--- src/rtl/font_glyph_blitter.sv ---
`default_nettype none
// ============================================================================
//  Module      : font_glyph_blitter
//  Description : Renders one glyph per command. Walks the CHAR_W x CHAR_H
//                glyph cell in raster order, addresses the font ROM reader,
//                samples its same-cycle is_character result and emits clipped,
//                coloured pixel writes over a valid/ready handshake.
//  Ports       : clk, rst            - clock, synchronous active-high reset
//                cmd_*_i / cmd_ready_o - glyph command (char, x, y, fg, bg)
//                font_*_o / font_pixel_i - font ROM reader address / result
//                px_*_o / px_ready_i - framebuffer pixel write handshake
//                busy_o, done_o      - status (busy accept..DONE, done pulse)
//  Revision    : 1.0 - initial release
// ============================================================================
module font_glyph_blitter #(
  parameter int CHAR_W         = 17,
  parameter int CHAR_H         = 17,
  parameter int SCREEN_W       = 320,
  parameter int SCREEN_H       = 240,
  parameter int COLOR_W        = 8,
  parameter bit TRANSPARENT_BG = 1'b1
) (
  input  logic                        clk,
  input  logic                        rst,
  input  logic                        cmd_valid_i,
  output logic                        cmd_ready_o,
  input  logic [7:0]                  cmd_char_i,
  input  logic [$clog2(SCREEN_W)-1:0] cmd_x_i,
  input  logic [$clog2(SCREEN_H)-1:0] cmd_y_i,
  input  logic [COLOR_W-1:0]          cmd_fg_i,
  input  logic [COLOR_W-1:0]          cmd_bg_i,
  output logic [7:0]                  font_char_o,
  output logic [$clog2(CHAR_W)-1:0]   font_x_o,
  output logic [$clog2(CHAR_H)-1:0]   font_y_o,
  input  logic                        font_pixel_i,
  output logic                        px_valid_o,
  input  logic                        px_ready_i,
  output logic [$clog2(SCREEN_W)-1:0] px_x_o,
  output logic [$clog2(SCREEN_H)-1:0] px_y_o,
  output logic [COLOR_W-1:0]          px_color_o,
  output logic                        busy_o,
  output logic                        done_o
);

  localparam int XW  = $clog2(SCREEN_W);
  localparam int YW  = $clog2(SCREEN_H);
  localparam int GXW = $clog2(CHAR_W);
  localparam int GYW = $clog2(CHAR_H);

  // Screen-limit constants are one bit wider than the coordinates so the
  // origin + offset sum can never wrap back onto the visible screen.
  localparam logic [XW:0]    c_screen_w = (XW+1)'(SCREEN_W);
  localparam logic [YW:0]    c_screen_h = (YW+1)'(SCREEN_H);
  localparam logic [GXW-1:0] c_gx_last  = GXW'(CHAR_W - 1);
  localparam logic [GYW-1:0] c_gy_last  = GYW'(CHAR_H - 1);

  typedef enum logic [1:0] {
    S_IDLE = 2'd0,
    S_SCAN = 2'd1,
    S_EMIT = 2'd2,
    S_DONE = 2'd3
  } state_t;

  state_t               state_q, state_d;
  logic [7:0]           char_q, char_d;
  logic [XW-1:0]        ox_q, ox_d;
  logic [YW-1:0]        oy_q, oy_d;
  logic [COLOR_W-1:0]   fg_q, fg_d;
  logic [COLOR_W-1:0]   bg_q, bg_d;
  logic [GXW-1:0]       gx_q, gx_d;
  logic [GYW-1:0]       gy_q, gy_d;
  logic [XW-1:0]        px_x_q, px_x_d;
  logic [YW-1:0]        px_y_q, px_y_d;
  logic [COLOR_W-1:0]   px_color_q, px_color_d;

  logic [XW:0]          sx_w;
  logic [YW:0]          sy_w;
  logic                 emit_w;
  logic                 last_w;
  logic                 row_end_w;
  logic [GXW-1:0]       gx_adv_w;
  logic [GYW-1:0]       gy_adv_w;

  assign sx_w      = {1'b0, ox_q} + (XW+1)'(gx_q);
  assign sy_w      = {1'b0, oy_q} + (YW+1)'(gy_q);
  assign emit_w    = (font_pixel_i || !TRANSPARENT_BG) &&
                     (sx_w < c_screen_w) && (sy_w < c_screen_h);
  assign row_end_w = (gx_q == c_gx_last);
  assign last_w    = row_end_w && (gy_q == c_gy_last);
  assign gx_adv_w  = row_end_w ? '0 : gx_q + 1'b1;
  assign gy_adv_w  = row_end_w ? gy_q + 1'b1 : gy_q;

  // The ROM reader is driven straight from the cell walker registers.
  assign font_char_o = char_q;
  assign font_x_o    = gx_q;
  assign font_y_o    = gy_q;

  assign px_x_o      = px_x_q;
  assign px_y_o      = px_y_q;
  assign px_color_o  = px_color_q;
  assign px_valid_o  = (state_q == S_EMIT);
  assign busy_o      = (state_q != S_IDLE);
  assign done_o      = (state_q == S_DONE);
  // Held low while reset is asserted so nothing is accepted during reset.
  assign cmd_ready_o = (state_q == S_IDLE) && !rst;

  always_comb begin
    state_d    = state_q;
    char_d     = char_q;
    ox_d       = ox_q;
    oy_d       = oy_q;
    fg_d       = fg_q;
    bg_d       = bg_q;
    gx_d       = gx_q;
    gy_d       = gy_q;
    px_x_d     = px_x_q;
    px_y_d     = px_y_q;
    px_color_d = px_color_q;

    case (state_q)
      S_IDLE: begin
        if (cmd_valid_i && cmd_ready_o) begin
          char_d  = cmd_char_i;
          ox_d    = cmd_x_i;
          oy_d    = cmd_y_i;
          fg_d    = cmd_fg_i;
          bg_d    = cmd_bg_i;
          gx_d    = '0;
          gy_d    = '0;
          state_d = S_SCAN;
        end
      end
      S_SCAN: begin
        if (emit_w) begin
          // Cell position is held; it advances once the pixel is taken.
          px_x_d     = sx_w[XW-1:0];
          px_y_d     = sy_w[YW-1:0];
          px_color_d = font_pixel_i ? fg_q : bg_q;
          state_d    = S_EMIT;
        end else if (last_w) begin
          state_d = S_DONE;
        end else begin
          gx_d = gx_adv_w;
          gy_d = gy_adv_w;
        end
      end
      S_EMIT: begin
        if (px_ready_i) begin
          if (last_w) begin
            state_d = S_DONE;
          end else begin
            gx_d    = gx_adv_w;
            gy_d    = gy_adv_w;
            state_d = S_SCAN;
          end
        end
      end
      S_DONE: begin
        state_d = S_IDLE;
      end
      default: begin
        state_d = S_IDLE;
      end
    endcase
  end

  always_ff @(posedge clk) begin
    if (rst) begin
      state_q    <= S_IDLE;
      char_q     <= '0;
      ox_q       <= '0;
      oy_q       <= '0;
      fg_q       <= '0;
      bg_q       <= '0;
      gx_q       <= '0;
      gy_q       <= '0;
      px_x_q     <= '0;
      px_y_q     <= '0;
      px_color_q <= '0;
    end else begin
      state_q    <= state_d;
      char_q     <= char_d;
      ox_q       <= ox_d;
      oy_q       <= oy_d;
      fg_q       <= fg_d;
      bg_q       <= bg_d;
      gx_q       <= gx_d;
      gy_q       <= gy_d;
      px_x_q     <= px_x_d;
      px_y_q     <= px_y_d;
      px_color_q <= px_color_d;
    end
  end

endmodule
`default_nettype wire
--- config.mk ---
export PLATFORM = sky130hd
export DESIGN_NAME = font_glyph_blitter
export DESIGN_NICKNAME = d
export VERILOG_FILES = /design/src/rtl/font_glyph_blitter.sv
export SDC_FILE = /design/constraint.sdc
export NUM_CORES = 1
export LEC_CHECK = 0
export CORE_MARGIN = 2
export CORE_UTILIZATION = 45
export DETAILED_ROUTE_END_ITERATION = 12
export HOLD_SLACK_MARGIN = 0.15
export PLACE_DENSITY = 0.76
export SLEW_MARGIN = 40
export SYNTH_ARGS = -nofsm -noshare
export SYNTH_HDL_FRONTEND = slang
export SYNTH_SLANG_ARGS = --single-unit
--- constraint.sdc ---
create_clock -name clk -period 3.1 [get_ports clk]
set_clock_uncertainty 0.2 [all_clocks]
set_input_delay 0.31 -clock clk [delete_from_list [all_inputs] [get_ports clk]]
set_output_delay 0.31 -clock clk [all_outputs]
set_load 0.05 [all_outputs]
### Yosys cells after proc, flatten, opt, wreduce, memory -nomap -nowiden

Cells that the tools add are included.

* register bits: 78
* bits of input ports: 46
* output and inout bits: 47

* reductions and logical operators: 13
* $add $sub $neg: 4
* muxes and demuxes: 18
* magnitude comparators: 2
* equality and inequality tests: 9

Operator list (count)
* $mux 5: 9
* $pmux 5 s3: 2
* $add 5x1->5 const B: 2
* $add 9x5->10: 1
* $eq 5x5->1 const B: 2
* $lt 10x9->1 const B: 1
* $mux 2: 5
* $add 8x5->9: 1
* $lt 9x8->1 const B: 1
* $mux 8: 1
* $pmux 2 s4: 1
* $logic_and 1x1->1: 5
* $eq 2x2->1 const B: 2
* $ne 2x1->1 const B: 2
* $reduce_and 2->1: 2
* $reduce_and 4->1: 1
* $ne 3x3->1 const B: 1
* $reduce_and 3->1: 1
* $reduce_bool 3->1: 1
* $eq 2x1->1 const B: 1
* $logic_not 2->1: 1
* $ne 2x2->1 const B: 1
* $reduce_bool 2->1: 1
* $logic_not 1->1: 1

### Logic depth before layout (Yosys ltp)

* word-level depth: 6
* mapped depth: 12

### Worst setup path before layout

OpenSTA, ideal clock, no wires.

* path type: flip-flop to flip-flop
* start point: reg gy_q[0], in the netlist font_y_o[0]
* end point: reg px_x_q[0], in the netlist px_x_o[0]
* stages on the path, launching flop included: 12
* data required time: 2772 ps
* data arrival time: 2834 ps
* period minus slack after synthesis: 3161 ps
* path slack: -61 ps
* cells stage by stage: dfxtp_1 ha_1 fa_1 a211oi_1 o21ai_0 a41oi_1 nand4_4 nor2_8 buf_8 buf_6 mux2i_1 nor2_1

* cells in the longest elaborated chain, start to end: 4

RTL lines
* start: declaration: RTL line 71 `logic [GYW-1:0] gy_q, gy_d;`
* start signal: assignment: RTL line 188 `gy_q <= gy_d;`
* $add 8x5->9: RTL line 85 `assign sy_w = {1'b0, oy_q} + (YW+1)'(gy_q);`
* $lt 9x8->1: RTL line 87 `(sx_w < c_screen_w) && (sy_w < c_screen_h);`
* $logic_and 1x1->1: RTL line 87
* $reduce_and 2->1 (no source line)
* end signal: assignment: RTL line 189 `px_x_q <= px_x_d;`
* end: declaration: RTL line 72 `logic [XW-1:0] px_x_q, px_x_d;`

No other way between the ends.
A chain may end at the register's enable or synchronous reset.

### Final worst setup path

* start point: reg gy_q[0], in the netlist font_y_o[0]
* end point: reg gx_q[2], in the netlist font_x_o[2]

* cells in the longest elaborated chain, start to end: 5

RTL lines
* $add 8x5->9 / $eq 5x5->1 (equally long branches): RTL line 85, 89
* $lt 9x8->1 / $logic_and 1x1->1 (equally long branches): RTL line 87, 89
* $logic_and 1x1->1 / $mux 5 (equally long branches)
* $ne 2x2->1 (no source line) (tied with other cells)
* $reduce_and 4->1 (no source line) / $pmux 5 s3 (equally long branches)
* end signal: assignment: RTL line 187 `gx_q <= gx_d;`
* end: declaration: RTL line 70 `logic [GXW-1:0] gx_q, gx_d;`

Parallel ways exist; a longest one is shown, timed or not. The select of a mux whose other input is x is not followed.

==> results.cfg <==
[sta]
fmaxAchievable_mhz = 339
layout_worst_path_cycle_share_pct = 95.2
worst_pin_slew_ns = 0.538
tns_ns = 0
timing.max_slew.rel_slack_pct = 64.0
minimum_period_implied_by_the_final_worst_setup_slack_ns = 2.95
hold_violations = 0
report.final.slew_viol_count = 0
worst_slack_setup_final_ns = 0.149
hold_slack_ns = 0.261
timing.final.setup_violations = 0

[pwr]
net-switching-power_mw = 1.53
p_leak_nw = 2.12
p_int_mw = 2.15
max-vdd-ir-drop_mv = 0.316
power.sequential.fraction_pct = 36.4
power_frac_comb_pct = 42.0
power_switching_share_pct = 41.7
p_per_area_nw_per_um2 = 706
power.share.clock_pct = 21.6

[cts]
worst_skew_pair_later_pin_latency_ns = 0.35
clock_tree.htree_level_count = 3
cts_tree = built
ctsRootBufferMaster = sky130_fd_sc_hd__clkbuf_8
cts.path.max_buffers = 2
cts_buffers = 9
clkSinkCount = 78
clk_transition_reported_paths_ns = 0.09

[final_layout]
register_area_sq_um = 1570
layout-drive-gt1-share_pct = 10.8
multi_input_comb_area_sq_um = 2150
design_area_sq_um = 5210
final.fill_count = 736
antennaDiodeCount = 0
total_nets_final = 620
syn_to_final_growth_pct = 34.7

[synthesis]
synth_instances = 456
synth_flop_cell = sky130_fd_sc_hd__dfxtp_1
synth.avg_cell_area_sq_um = 8.48
synth_area_sq_um = 3870
yosys.cell_types.count = 59
synth_enable_flop_cells = 0
postSynthRegisterBits = 78
synth-async-reset-ratio_pct = 0
syn_nets = 523
ys.warnings.count = 0
yosysSeqAreaShare_pct = 40.4

[setup_path]
timing_worst_setup_path_type = reg2reg
cp.arrival_ns = 3.04
critPathCaptureType = flip-flop
path_common_cell = sky130_fd_sc_hd__a21oi_1
crit_family = simple AND/OR/NAND/NOR gates
slowest_stage = sky130_fd_sc_hd__or4_1
cp-start-kind = flip-flop
timing.critical_path.buf_inv = 1
critical_path.max_fanout = 16
worstPathRequired_ns = 3.19
worst_path_largest_cell_delay_ns = 0.50
path_cells = ha_1 > fa_2 > a21oi_1 > o211ai_1 > xor2_1 > and4_4 > nor2_8 > buf_12 > or4_1 > a21oi_1

[floorplan]
ios = 93
core_area_sq_um = 8260
die_area_sq_um = 9350
die_h_microns = 96.7
num_rows = 33
initial_utilization_pct = 46.8
die_x_microns = 96.7

[routing]
detail_route.wirelength_mm = 10.0
detailedRoute.firstPassIterationCount = 4
detail_route.vias_per_cell = 5.33
drt_drc_violations_left = 0
avgRoutedWirePerCell_microns = 15.2
drt_first_iter_violations = 180
drtAntennaViolNets = 0
route.vias.total = 3536

[global_routing]
grt_start_max_net_pins = 45
grt-ovfl-total = 0
antenna_found_initial = 0
grt_util_all_layers_pct = 21.8
vias_in_the_first_global_route = 3432
grt_first_pass_wirelength_mm = 16.8

[place]
place_congestion = 0.899
io_buffer_count = 92
dp_hpwl_mm = 7.44
dp_slack_ns = 0.0298
placedInstanceArea_sq_um = 4940

[outcome]
run_status = finished, final reports clean

[hold_path]
worstHoldPathType = reg2reg

[flow_run]
drv_cap = 0
[power groups by stage]
stage | Clock [mW] | Sequential [mW] | Combinational, mW
after floorplan | 0 | 1.62 | 0.771
after CTS | 0.813 | 1.33 | 1.53
final | 0.795 | 1.34 | 1.55
after global placement | 0 | 1.35 | 1.50
after detailed placement | 0 | 1.36 | 1.52
after global routing | 0.860 | 1.37 | 1.68
[worst paths after layout]
kind	from	to	slack, ns	cells after the start
min reg2reg	bg_q[3]	bg_q[3]	0.26	2
min	bg_q[3]	bg_q[3]	0.26	2
max	font_y_o[0]	font_x_o[2]	0.15	10
max reg2reg	font_y_o[0]	font_x_o[2]	0.15	10
[tightest hold or removal path: cells and delay by family, from the launching register on]
kind	cells	cell delay, ns
simple gates	2	0.10
flops	1	0.32
[per-layer routing]
layer	wire length (microns)	part of all wire (%)	up-vias	global-route usage (%)
li1	-	-	1785	-
met1	4600	46	1647	29.7
met2	4860	48	88	35.5
met3	456	4.5	16	3.54
met4	130	1.3	0	6.61
met5	0	0	-	0
[cells by family after synthesis]
family,Yosys count,synth area share (%)
xor gates and xnor gates,10,2.26
AOI/OAI and AO/OA,73,14.5
buffers and inverters,40,4.85
DFF,78,40.4
and+or+nand+nor,216,26.2
muxes,18,4.69
adders and majority gates,21,7.18
[Yosys cell counts, types with 7 or more instances]
library cell               instances  share of area, %
sky130_fd_sc_hd__mux2i_1          17               4.4
sky130_fd_sc_hd__nor2_1           36               3.5
sky130_fd_sc_hd__clkbuf_1         18               1.7
sky130_fd_sc_hd__xnor2_1           8               1.8
sky130_fd_sc_hd__o31ai_1           7               1.4
sky130_fd_sc_hd__nand2_1         100               9.7
sky130_fd_sc_hd__a21oi_1          14               1.8
sky130_fd_sc_hd__ha_1             19               6.1
sky130_fd_sc_hd__dfxtp_1          78                40
sky130_fd_sc_hd__o21ai_0          14               1.8
sky130_fd_sc_hd__a211oi_1          7               1.4
sky130_fd_sc_hd__a211oi_2          8               2.6
sky130_fd_sc_hd__nand3_1          43               5.6
sky130_fd_sc_hd__inv_1            13               1.3
[final cells by class]
cell class | instances | share of cell area (%)
sequential | 78 | 30.0
timing repair buffer | 112 | 21.3
clock inverter | 7 | 1.54
multi-input combinational | 338 | 41.2
tap | 105 | 2.52
clock buffer | 9 | 2.38
inverter | 14 | 1.01
[per-stage QoR]
stage          instances  total power, mW  utilization (%)
6_report             663             3.68             63.1
5_1_grt              663             3.90             63.1
4_1_cts              659             3.67             62.2
3_5_place_dp         643             2.88             59.8
3_3_place_gp         643             2.85             59.8
2_1_floorplan        456             2.39                -
[flip-flops by register name, summed over array words and instances (netlist names)]
| signal | cells |
|---|---|
| state_q | 2 |
| bg_q | 8 |
| font_char_o | 8 |
| px_color_o | 8 |
| oy_q | 8 |
| ox_q | 9 |
| font_x_o | 5 |
| fg_q | 8 |
| font_y_o | 5 |
| px_x_o | 9 |
| px_y_o | 8 |
[repair_timing]
item                       4_1_cts  5_1_grt
setup endpoints to repair        0       33
gates resized for setup          0        7
hold buffers                     0        0
buffers inserted                 0        4
[layout by cell type (no fill, tap or decap), types with 2 or more instances in the layout]
cell,count
sky130_fd_sc_hd__nand4b_1,3
sky130_fd_sc_hd__mux2i_1,17
sky130_fd_sc_hd__nand3_1,43
sky130_fd_sc_hd__clkbuf_8,9
sky130_fd_sc_hd__nand2b_1,3
sky130_fd_sc_hd__a211oi_2,9
sky130_fd_sc_hd__xor2_1,2
sky130_fd_sc_hd__a211oi_1,6
sky130_fd_sc_hd__a21oi_1,14
sky130_fd_sc_hd__a21o_1,3
sky130_fd_sc_hd__o21a_1,3
sky130_fd_sc_hd__buf_12,3
sky130_fd_sc_hd__dfxtp_1,77
sky130_fd_sc_hd__nor2b_1,3
sky130_fd_sc_hd__o31ai_1,7
sky130_fd_sc_hd__buf_4,17
sky130_fd_sc_hd__xnor2_1,8
sky130_fd_sc_hd__nor2_1,36
sky130_fd_sc_hd__o21ai_0,14
sky130_fd_sc_hd__nand4_1,4
sky130_fd_sc_hd__clkdlybuf4s50_1,91
sky130_fd_sc_hd__ha_1,18
sky130_fd_sc_hd__nand2_1,100
sky130_fd_sc_hd__inv_1,13
sky130_fd_sc_hd__or4_1,6
sky130_fd_sc_hd__inv_6,2
sky130_fd_sc_hd__o31a_1,2
sky130_fd_sc_hd__nor3_1,6
Note: power is estimated with default switching activity, not from simulation.
